## config.mk

```make
export PLATFORM = sky130hd
export DESIGN_NAME = sig_align_flat
export DESIGN_NICKNAME = d
export VERILOG_FILES = /design/src/rtl/sig_align_if.sv /design/src/rtl/sig_align.sv /design/src/flat_wrapper.sv
export SDC_FILE = /design/constraint.sdc
export NUM_CORES = 1
export LEC_CHECK = 0
export ABC_AREA = 0
export BUFFER_PORTS_ARGS = -buffer_cell sky130_fd_sc_hd__buf_2
export CAP_MARGIN = 10
export CORE_MARGIN = 5
export CORE_UTILIZATION = 44
export CTS_CLUSTER_DIAMETER = 100
export CTS_CLUSTER_SIZE = 20
export DETAILED_ROUTE_END_ITERATION = 6
export PLACE_DENSITY = 0.66
export SETUP_SLACK_MARGIN = 0.4
export SLEW_MARGIN = 0
export SYNTH_ARGS = -nofsm -noshare
export SYNTH_HDL_FRONTEND = slang
export SYNTH_SLANG_ARGS = --single-unit
export TNS_END_PERCENT = 30
```

## constraint.sdc

```tcl
create_clock -name clk -period 5.7 [get_ports clk]
set_input_delay 0.57 -clock clk [delete_from_list [all_inputs] [get_ports clk]]
set_output_delay 0.57 -clock clk [all_outputs]
set_load 0.03 [all_outputs]
```

## src/rtl/sig_align_if.sv

```systemverilog
// Handshake and data bundle for the significand alignment stage.
// The master side is upstream/downstream logic; the slave side is sig_align.
interface sig_align_if #(
    parameter int unsigned EXP_W = 11,
    parameter int unsigned SIG_W = 53
) ();
    logic               in_valid;
    logic               in_ready;
    logic [EXP_W-1:0]   ea;
    logic [EXP_W-1:0]   eb;
    logic [SIG_W-1:0]   fa;
    logic [SIG_W-1:0]   fb;
    logic               eb_gt_ea;
    logic [EXP_W-1:0]   as;
    logic               out_valid;
    logic               out_ready;
    logic [EXP_W-1:0]   e_out;
    logic [SIG_W+2:0]   fl_out;
    logic [SIG_W+2:0]   fs_out;
    logic               swap_out;

    modport master (
        output in_valid, ea, eb, fa, fb, eb_gt_ea, as, out_ready,
        input  in_ready, out_valid, e_out, fl_out, fs_out, swap_out
    );

    modport slave (
        input  in_valid, ea, eb, fa, fb, eb_gt_ea, as, out_ready,
        output in_ready, out_valid, e_out, fl_out, fs_out, swap_out
    );
endinterface

```

## src/rtl/sig_align.sv

```systemverilog
// FP adder significand alignment: 2-stage elastic pipeline producing {f,g,r,s}.
// Optional SIG_ALIGN_FLUSH_EN adds a synchronous flush that empties both stages.
module sig_align #(
    parameter int unsigned EXP_W = 11,
    parameter int unsigned SIG_W = 53
) (
    input  logic clk,
    input  logic rst_n,
`ifdef SIG_ALIGN_FLUSH_EN
    input  logic flush,
`endif
    sig_align_if.slave bus
);
    localparam int unsigned EXT_W = SIG_W + 3;
    localparam int unsigned SH_W  = $clog2(EXT_W + 1);

    logic               kill;
    logic               in_ready;
    logic               load1;
    logic               adv2;
    logic [SH_W-1:0]    sh_sat;

    logic               v1;
    logic [EXP_W-1:0]   e1;
    logic               swap1;
    logic [SIG_W-1:0]   fl1;
    logic [SIG_W-1:0]   fs1;
    logic [SH_W-1:0]    sh1;

    logic               v2;
    logic [EXP_W-1:0]   e2;
    logic               swap2;
    logic [EXT_W-1:0]   fl2;
    logic [EXT_W-1:0]   fs2;

    logic [EXT_W-1:0]   ext;
    logic [EXT_W-1:0]   shifted;
    logic [EXT_W-1:0]   lost;
    logic [EXT_W-1:0]   fs_next;

`ifdef SIG_ALIGN_FLUSH_EN
    assign kill = flush;
`else
    assign kill = 1'b0;
`endif

    always_comb begin
        in_ready = !kill && (!v1 || !v2 || bus.out_ready);
        load1    = bus.in_valid && in_ready;
        adv2     = !kill && v1 && (!v2 || bus.out_ready);
        if (32'(bus.as) >= EXT_W)
            sh_sat = SH_W'(EXT_W);
        else
            sh_sat = SH_W'(bus.as);
    end

    // Sticky collects every bit of the extended significand pushed past bit 0.
    always_comb begin
        ext     = {fs1, 3'b000};
        shifted = ext >> sh1;
        lost    = ext & ~({EXT_W{1'b1}} << sh1);
        fs_next = {shifted[EXT_W-1:1], shifted[0] | (|lost)};
    end

    always_ff @(posedge clk or negedge rst_n) begin
        if (!rst_n) begin
            v1 <= 1'b0;
            v2 <= 1'b0;
        end else if (kill) begin
            v1 <= 1'b0;
            v2 <= 1'b0;
        end else begin
            if (load1)
                v1 <= 1'b1;
            else if (adv2)
                v1 <= 1'b0;
            if (adv2)
                v2 <= 1'b1;
            else if (bus.out_ready)
                v2 <= 1'b0;
        end
    end

    always_ff @(posedge clk or negedge rst_n) begin
        if (!rst_n) begin
            e1    <= '0;
            swap1 <= 1'b0;
            fl1   <= '0;
            fs1   <= '0;
            sh1   <= '0;
            e2    <= '0;
            swap2 <= 1'b0;
            fl2   <= '0;
            fs2   <= '0;
        end else begin
            if (load1) begin
                swap1 <= bus.eb_gt_ea;
                sh1   <= sh_sat;
                if (bus.eb_gt_ea) begin
                    e1  <= bus.eb;
                    fl1 <= bus.fb;
                    fs1 <= bus.fa;
                end else begin
                    e1  <= bus.ea;
                    fl1 <= bus.fa;
                    fs1 <= bus.fb;
                end
            end
            if (adv2) begin
                e2    <= e1;
                swap2 <= swap1;
                fl2   <= {fl1, 3'b000};
                fs2   <= fs_next;
            end
        end
    end

    assign bus.in_ready  = in_ready;
    assign bus.out_valid = v2;
    assign bus.e_out     = e2;
    assign bus.fl_out    = fl2;
    assign bus.fs_out    = fs2;
    assign bus.swap_out  = swap2;
endmodule
```

## src/flat_wrapper.sv

```systemverilog
// flat-port wrapper written by rule: the top's interface ports become plain ports
module sig_align_flat 
#(
    parameter int unsigned EXP_W = 11,
    parameter int unsigned SIG_W = 53
)
  (clk, rst_n, bus_in_valid, bus_ea, bus_eb, bus_fa, bus_fb, bus_eb_gt_ea, bus_as, bus_out_ready, bus_in_ready, bus_out_valid, bus_e_out, bus_fl_out, bus_fs_out, bus_swap_out);
  sig_align_if #(.EXP_W(EXP_W), .SIG_W(SIG_W)) bus_i ();
  input  logic clk;
  input  logic rst_n;
  input wire logic [$bits(bus_i.in_valid)-1:0] bus_in_valid;
  input wire logic [$bits(bus_i.ea)-1:0] bus_ea;
  input wire logic [$bits(bus_i.eb)-1:0] bus_eb;
  input wire logic [$bits(bus_i.fa)-1:0] bus_fa;
  input wire logic [$bits(bus_i.fb)-1:0] bus_fb;
  input wire logic [$bits(bus_i.eb_gt_ea)-1:0] bus_eb_gt_ea;
  input wire logic [$bits(bus_i.as)-1:0] bus_as;
  input wire logic [$bits(bus_i.out_ready)-1:0] bus_out_ready;
  output wire logic [$bits(bus_i.in_ready)-1:0] bus_in_ready;
  output wire logic [$bits(bus_i.out_valid)-1:0] bus_out_valid;
  output wire logic [$bits(bus_i.e_out)-1:0] bus_e_out;
  output wire logic [$bits(bus_i.fl_out)-1:0] bus_fl_out;
  output wire logic [$bits(bus_i.fs_out)-1:0] bus_fs_out;
  output wire logic [$bits(bus_i.swap_out)-1:0] bus_swap_out;
  assign bus_i.in_valid = bus_in_valid;
  assign bus_i.ea = bus_ea;
  assign bus_i.eb = bus_eb;
  assign bus_i.fa = bus_fa;
  assign bus_i.fb = bus_fb;
  assign bus_i.eb_gt_ea = bus_eb_gt_ea;
  assign bus_i.as = bus_as;
  assign bus_i.out_ready = bus_out_ready;
  assign bus_in_ready = bus_i.in_ready;
  assign bus_out_valid = bus_i.out_valid;
  assign bus_e_out = bus_i.e_out;
  assign bus_fl_out = bus_i.fl_out;
  assign bus_fs_out = bus_i.fs_out;
  assign bus_swap_out = bus_i.swap_out;
  sig_align #(.EXP_W(EXP_W), .SIG_W(SIG_W)) u_core (.clk(clk), .rst_n(rst_n), .bus(bus_i));
endmodule
```

==> flow_metrics.py, run 1 <==
metrics = {
    "sta": {
        "finalMaxSlewViolations": 0,
        "fin_crit_sh": 0.576,
        "max_freq_ghz": 0.305,
        "finClkSkew_ns": 0.0184,
        "slew_headroom": 0.324,
        "fin_ws_ns": 2.42,
        "setup_tns_ns": 0,
        "rsz0062_at_grt": "false",
        "tightest_slew_ns": 1.01,
        "setup_viol": 0,
        "finalHoldViolations": 0,
        "period_needed_ns": 3.28,
    },
    "route": {
        "first_pass_iters": 6,
        "vias": 12100,
        "drc": 0,
        "wire_per_inst_um": 21.4,
        "via_per_inst": 5.81,
        "ant_nets": 0,
        "drtIter0Drc": 1174,
        "wl_um": 44700,
    },
    "synthesis": {
        "synth_compound_area_frac": 0.140,
        "synthMuxAreaShare": 0.247,
        "ys_seq_area_frac": 0.433,
        "synthXorXnorAreaFrac": 0,
        "synth-edff-count": 0,
        "synth-adder-area-share": 0.000702,
        "yosys.area_share.simple": 0.134,
        "synth_area_per_cell_sq_um": 9.73,
        "synthCells": 1466,
        "ys_async_sr_fraction": 1.00,
        "syn_area_sq_um": 14300,
        "yosys_warnings": 0,
        "dominantRegCellSynth": "dfrtp_1",
        "synth-seq-cells": 247,
        "synth_cell_types": 62,
        "synth_top_family_by_area": "multiplexers",
    },
    "setup_path": {
        "rrSetupSlack_ns": 2.42,
        "critPathLaunch": "u_core.sh1[1]$_DFFE_PN0P_",
        "crit_fanout": 59,
        "rr_endpoint": "u_core.bus.fs_out[8]$_DFFE_PN0P_",
        "r2r_cells": 7,
        "path_class": "register to register",
        "crit-reg2reg-launch": "u_core.sh1[1]$_DFFE_PN0P_",
        "crit_path_start_kind": "register",
        "cp.required_ns": 6.06,
        "arrival_ns": 3.64,
        "critPathCaptureType": "register",
    },
    "power": {
        "p_per_area_nw_per_um2": 289,
        "leakage_nw": 7.63,
        "power_mw": 4.67,
        "peakVddDrop_v": 0.000170,
    },
    "place": {
        "pre_cts_slack_ns": 2.45,
        "dp_cells": 2067,
        "dp_hpwl_um": 31000,
        "place_congestion": 1.00,
        "placed_cell_area_sq_um": 15700,
        "io_buffers": 266,
    },
    "final_layout": {
        "drive_gt1_frac": 0.251,
        "fillCellCount": 3028,
        "final_common_cell": "nand2_1",
        "fin_nets": 1787,
        "areaGrowthSynthToFinish_pct": 13.5,
        "finalNonFillerCells": 2090,
        "final_cell_mix": "363 x nand2_1, 264 x buf_2, 245 x dfrtp_1",
        "antennaDiodeCount": 0,
        "postLayoutCellArea_sq_um": 16200,
    },
    "floorplanning": {
        "die_h_um": 190,
        "io-pin-count": 270,
        "die-area_sq_um": 36100,
        "core_area_sq_um": 32300,
        "die_w_um": 190,
        "initial_core_util": 0.442,
        "row_count": 66,
    },
    "global_route": {
        "grt_pass1_vias": 12100,
        "grt_pass1_wl_um": 70200,
        "antenna_found_initial": 2,
        "grt_max_degree": 132,
        "overflow": 0,
        "grt.total_usage": 0.242,
    },
    "clock_tree": {
        "clockBufferDepth": 3,
        "clk_pin_slew_ns": 0.08,
        "ctsHoldBuffers": 0,
        "cts.sink_count": 247,
        "h-tree-depth": 1,
        "cts_tree": "yes",
        "cts_buffers": 16,
        "cts_setup_buffers": 0,
        "root_buffer": "clkbuf_16",
        "worstSkewPairLatency_ns": 0.51,
        "cts_resized": 0,
    },
    "job": {
        "max_cap_violations": 0,
    },
    "worst_hold_path": {
        "min_path_type": "input port to async pin",
    },
    "run_status": {
        "outcome": "finished clean",
    },
}
## how the worst max path moves through the flow
stage,endpoint
after floorplan,u_core.sh1[4]$_DFFE_PN0P_
after global placement,u_core.bus.fs_out[8]$_DFFE_PN0P_
after detailed placement,u_core.bus.fs_out[8]$_DFFE_PN0P_
after CTS,u_core.bus.fs_out[8]$_DFFE_PN0P_
after global routing,u_core.bus.fs_out[0]$_DFFE_PN0P_
final,u_core.bus.fs_out[8]$_DFFE_PN0P_
## synthesized netlist by cell type, types with 2 or more instances
cell type	number	share of area
a211o_1	3	0.0018
a211oi_1	7	0.0037
a21oi_1	52	0.018
a221o_1	4	0.0028
a221oi_1	4	0.0025
a222oi_1	2	0.0014
a22o_1	23	0.014
a22oi_1	7	0.0037
a2bb2oi_1	2	0.0012
a31oi_1	7	0.0031
a41oi_1	2	0.0012
and2_1	3	0.0013
and3_1	7	0.0031
buf_1	15	0.0039
buf_12	3	0.0042
buf_2	17	0.0060
buf_4	7	0.0037
buf_6	5	0.0039
clkbuf_1	80	0.021
dfrtp_1	247	0.43
inv_1	5	0.0013
mux2_1	2	0.0016
mux2_2	53	0.042
mux2i_1	165	0.12
mux4_1	10	0.018
mux4_2	43	0.068
nand2_1	365	0.096
nand2b_1	5	0.0022
nand3_1	6	0.0021
nand4_1	2	0.00088
nor2_1	68	0.018
nor3_1	4	0.0014
nor4_1	5	0.0022
o211ai_1	6	0.0032
o21a_1	4	0.0021
o21ai_0	168	0.059
o21ai_1	2	0.00070
o22a_1	5	0.0031
o22ai_1	7	0.0031
o31ai_1	8	0.0042
o32a_1	2	0.0014
o32ai_1	2	0.0012
o41ai_1	3	0.0018
or2_2	5	0.0022
or3_1	7	0.0031
## state kept, by name, indices dropped and copies added, names as in the netlist
name and cells:
u_core.sh1 6, u_core.fl1 53, u_core.bus.swap_out 1, u_core.bus.out_valid 1, u_core.bus.fl_out 53, u_core.bus.e_out 11, u_core.e1 11, u_core.bus.fs_out 56
u_core.v1 1, u_core.swap1 1, u_core.fs1 53
## worst max-delay path, cell delays in order (launching register included)
cell	delay, ns
dfrtp_4	0.91
buf_4	0.53
mux2_2	0.40
mux4_2	0.48
mux2i_1	0.26
mux2i_1	0.16
a22oi_1	0.26
a21oi_1	0.11
## report_power, final
part	internal, mW	switching (mW)	leakage (nW)
registers	1.99	0.274	3.10
logic	0.461	0.785	4.31
clock network	0.546	0.619	0.225
## routing by layer
| metal | share of wire | wire length, um | vias to the layer above | GRT usage |
|---|---|---|---|---|
| li1 | - | - | 5581 | - |
| met1 | 0.43 | 19300 | 5875 | 0.351 |
| met2 | 0.44 | 19800 | 572 | 0.366 |
| met3 | 0.094 | 4200 | 101 | 0.0591 |
| met4 | 0.030 | 1340 | 4 | 0.0654 |
| met5 | 0.00058 | 26 | - | 0 |
## through the flow
stage / hold slack (ns) / util
after floorplan: 0.274 / -
after global placement: 0.446 / 0.487
after detailed placement: 0.453 / 0.487
after CTS: 0.195 / 0.501
after global routing: 0.193 / 0.501
final: 0.118 / 0.501
## kinds of logic after synthesis
group	Yosys count
compound gates	330
simple gates	480
mux	274
other cells	1
fa+ha+maj	1
flops	247
buf+inv	133
## final cells by class
type	count	area, sq um	share of cell area
Multi-Input combinational cell	1088	7480	0.462
Sequential cell	247	6190	0.382
Timing Repair Buffer	284	1500	0.0924
Tap cell	442	553	0.0342
Clock buffer	20	437	0.0270
Inverter	6	22.5	0.00139
Clock inverter	3	18.8	0.00116
(Power assumes the default switching activity.)
==> inputs of run 2 (changes only) <==
--- a/config.mk
+++ b/config.mk
@@ -5,7 +5,7 @@
 export SDC_FILE = /design/constraint.sdc
 export NUM_CORES = 1
 export LEC_CHECK = 0
-export ABC_AREA = 0
+export ABC_AREA = 1
 export BUFFER_PORTS_ARGS = -buffer_cell sky130_fd_sc_hd__buf_2
 export CAP_MARGIN = 10
 export CORE_MARGIN = 5
==> constraint.sdc (replaced) <==
create_clock -name clk -period 3.3 [get_ports clk]
set_input_delay 0.33 -clock clk [delete_from_list [all_inputs] [get_ports clk]]
set_output_delay 0.33 -clock clk [all_outputs]
set_load 0.03 [all_outputs]
==> flow_metrics.py, run 2 <==
metrics = {
    "run_status": {
        "outcome": "finished clean",
    },
    "clock_tree": {
        "cts_tree": "yes",
        "clockBufferDepth": 3,
        "clk_pin_slew_ns": 0.10,
        "cts_buffers": 16,
        "h-tree-depth": 1,
        "cts_resized": 0,
        "cts.sink_count": 247,
        "worstSkewPairLatency_ns": 0.52,
        "root_buffer": "clkbuf_16",
    },
    "job": {
        "max_cap_violations": 0,
    },
    "final_layout": {
        "area.sequential_sq_um": 6180,
        "fillCellCount": 3241,
        "final_core_util": 0.509,
        "multiInputGateArea_sq_um": 6610,
        "fin_nets": 2277,
        "final_cell_mix": "621 x nand2_1, 264 x buf_2, 246 x dfrtp_1",
        "drive_gt1_frac": 0.169,
        "largest_reg_flops": 56,
        "postLayoutCellArea_sq_um": 16100,
        "final_common_cell": "nand2_1",
        "areaGrowthSynthToFinish_pct": 13.7,
    },
    "synthesis": {
        "yosysMostFrequentCell": "nand2_1",
        "synth-edff-count": 0,
        "synth_commonest_cells": "622 x nand2_1, 247 x dfrtp_1, 226 x nand3_1, 179 x o21ai_0, 158 x inv_1",
        "synth.top_cell.area_share": 0.436,
        "synth-seq-cells": 247,
        "synth_area_leaders": "dfrtp_1 44%, nand2_1 16%, nand3_1 8.0%",
        "syn_area_sq_um": 14200,
        "synth_top_area_cell": "dfrtp_1",
        "yosys_warnings": 0,
        "synth_cell_types": 38,
        "synthCells": 1945,
        "ys_async_sr_fraction": 1.00,
        "ys_seq_area_frac": 0.436,
        "synth_area_per_cell_sq_um": 7.28,
        "dominantRegCellSynth": "dfrtp_1",
    },
    "sta": {
        "rsz0062_at_grt": "false",
        "period_needed_ns": 2.51,
        "setup_tns_ns": 0,
        "setup_viol": 0,
        "tightest_slew_ns": 0.924,
        "max_freq_ghz": 0.398,
        "slew_headroom": 0.384,
        "fin_crit_sh": 0.761,
        "finalMaxSlewViolations": 0,
        "finClkSkew_ns": 0.0254,
        "finalHoldViolations": 0,
    },
    "power": {
        "leakage_nw": 8.18,
        "peakVddDrop_v": 0.000336,
        "p_per_area_nw_per_um2": 568,
    },
    "route": {
        "wire_per_inst_um": 19.9,
        "wl_um": 50500,
        "drtIter0Drc": 1346,
        "first_pass_iters": 6,
        "drc": 0,
        "vias": 14200,
        "via_per_inst": 5.59,
        "ant_nets": 0,
    },
    "floorplanning": {
        "io-pin-count": 270,
        "die-area_sq_um": 35900,
        "row_count": 65,
        "die_h_um": 189,
        "die_w_um": 189,
        "core_area_sq_um": 31600,
        "initial_core_util": 0.448,
    },
    "place": {
        "io_buffers": 266,
        "place_congestion": 1.02,
        "dp_hpwl_um": 37500,
        "placed_cell_area_sq_um": 15600,
    },
    "worst_hold_path": {
        "min_path_type": "input port to register",
    },
    "global_route": {
        "grt.total_usage": 0.277,
        "grt_pass1_wl_um": 78900,
        "grt_max_degree": 130,
        "overflow": 0,
        "antenna_found_initial": 4,
        "grt_pass1_vias": 13800,
    },
    "setup_path": {
        "cp.required_ns": 3.74,
        "path_class": "register to register",
        "arrival_ns": 2.96,
        "crit_path_start_kind": "register",
        "critPathCaptureType": "register",
        "crit_fanout": 31,
    },
}
[run 2: where the power goes]
| group | leakage (nW) | switching (mW) | internal, mW |
|---|---|---|---|
| sequential | 3.02 | 0.390 | 3.55 |
| combinational | 4.93 | 2.21 | 0.895 |
| clock | 0.233 | 1.08 | 1.01 |
[run 2: final timing paths]
check,start,endpoint,slack (ns),cells after the start
max,u_core.sh1[4]$_DFFE_PN0P_,u_core.bus.fs_out[15]$_DFFE_PN0P_,0.79,8
min in group asynchronous,rst_n,u_core.bus.fl_out[5]$_DFFE_PN0P_,0.46,2
min,bus_in_valid,u_core.v1$_DFFE_PN0P_,0.05,3
max reg2reg,u_core.sh1[4]$_DFFE_PN0P_,u_core.bus.fs_out[15]$_DFFE_PN0P_,0.79,8
min reg2reg,u_core.swap1$_DFFE_PN0P_,u_core.bus.swap_out$_DFFE_PN0P_,0.47,2
max in group asynchronous,rst_n,u_core.bus.e_out[1]$_DFFE_PN0P_,1.84,3
[run 2: cell type report]
| class | instances | share of cell area |
|---|---|---|
| tap | 402 | 0.0312 |
| timing repair buffer | 307 | 0.106 |
| clock inverter | 3 | 0.00272 |
| antenna | 4 | 0.000621 |
| clock buffer | 18 | 0.0266 |
| sequential | 247 | 0.384 |
| inverter | 167 | 0.0391 |
| multi-input combinational | 1394 | 0.410 |
[run 2: cell families after synthesis]
logic type / synth area share
AND/OR/NAND/NOR: 0.277
AO/OA/AOI/OAI: 0.184
buffers and inverters: 0.0990
flip-flops: 0.436
multiplexers: 0.00424
other: 0.000265
[run 2: timing repair]
| item | 4_1_cts | 5_1_grt |
|---|---|---|
| setup buffers | 0 | 0 |
| hold buffers | 1 | 0 |
| hold endpoints to repair | 98 | 0 |
[run 2: worst max-delay path: stages, from the launching register on]
cell      delay [ns]
dfrtp_1         0.61
inv_2           0.13
buf_4           0.34
nand2_1         0.33
nor2_2          0.37
inv_1           0.23
nor2_1          0.26
a21oi_1         0.06
o211ai_1        0.10
[run 2: metrics by stage]
stage	hold slack, ns	worst slack (ns)	std cells	power, mW
floorplan	0.0344	1.69	1947	5.92
global placement	0.450	0.744	2516	7.08
detailed placement	0.460	0.889	2516	7.10
CTS	0.0435	0.878	2538	9.19
global route	0.0677	0.707	2539	9.68
finish	0.0459	0.789	2542	9.15
[run 2: layer usage]
metal | wire, um | track usage | part of all wire
met1 | 21700 | 0.385 | 0.43
met4 | 1830 | 0.0835 | 0.036
met3 | 4430 | 0.0608 | 0.088
met2 | 22500 | 0.436 | 0.45
met5 | 27 | 0 | 0.00053
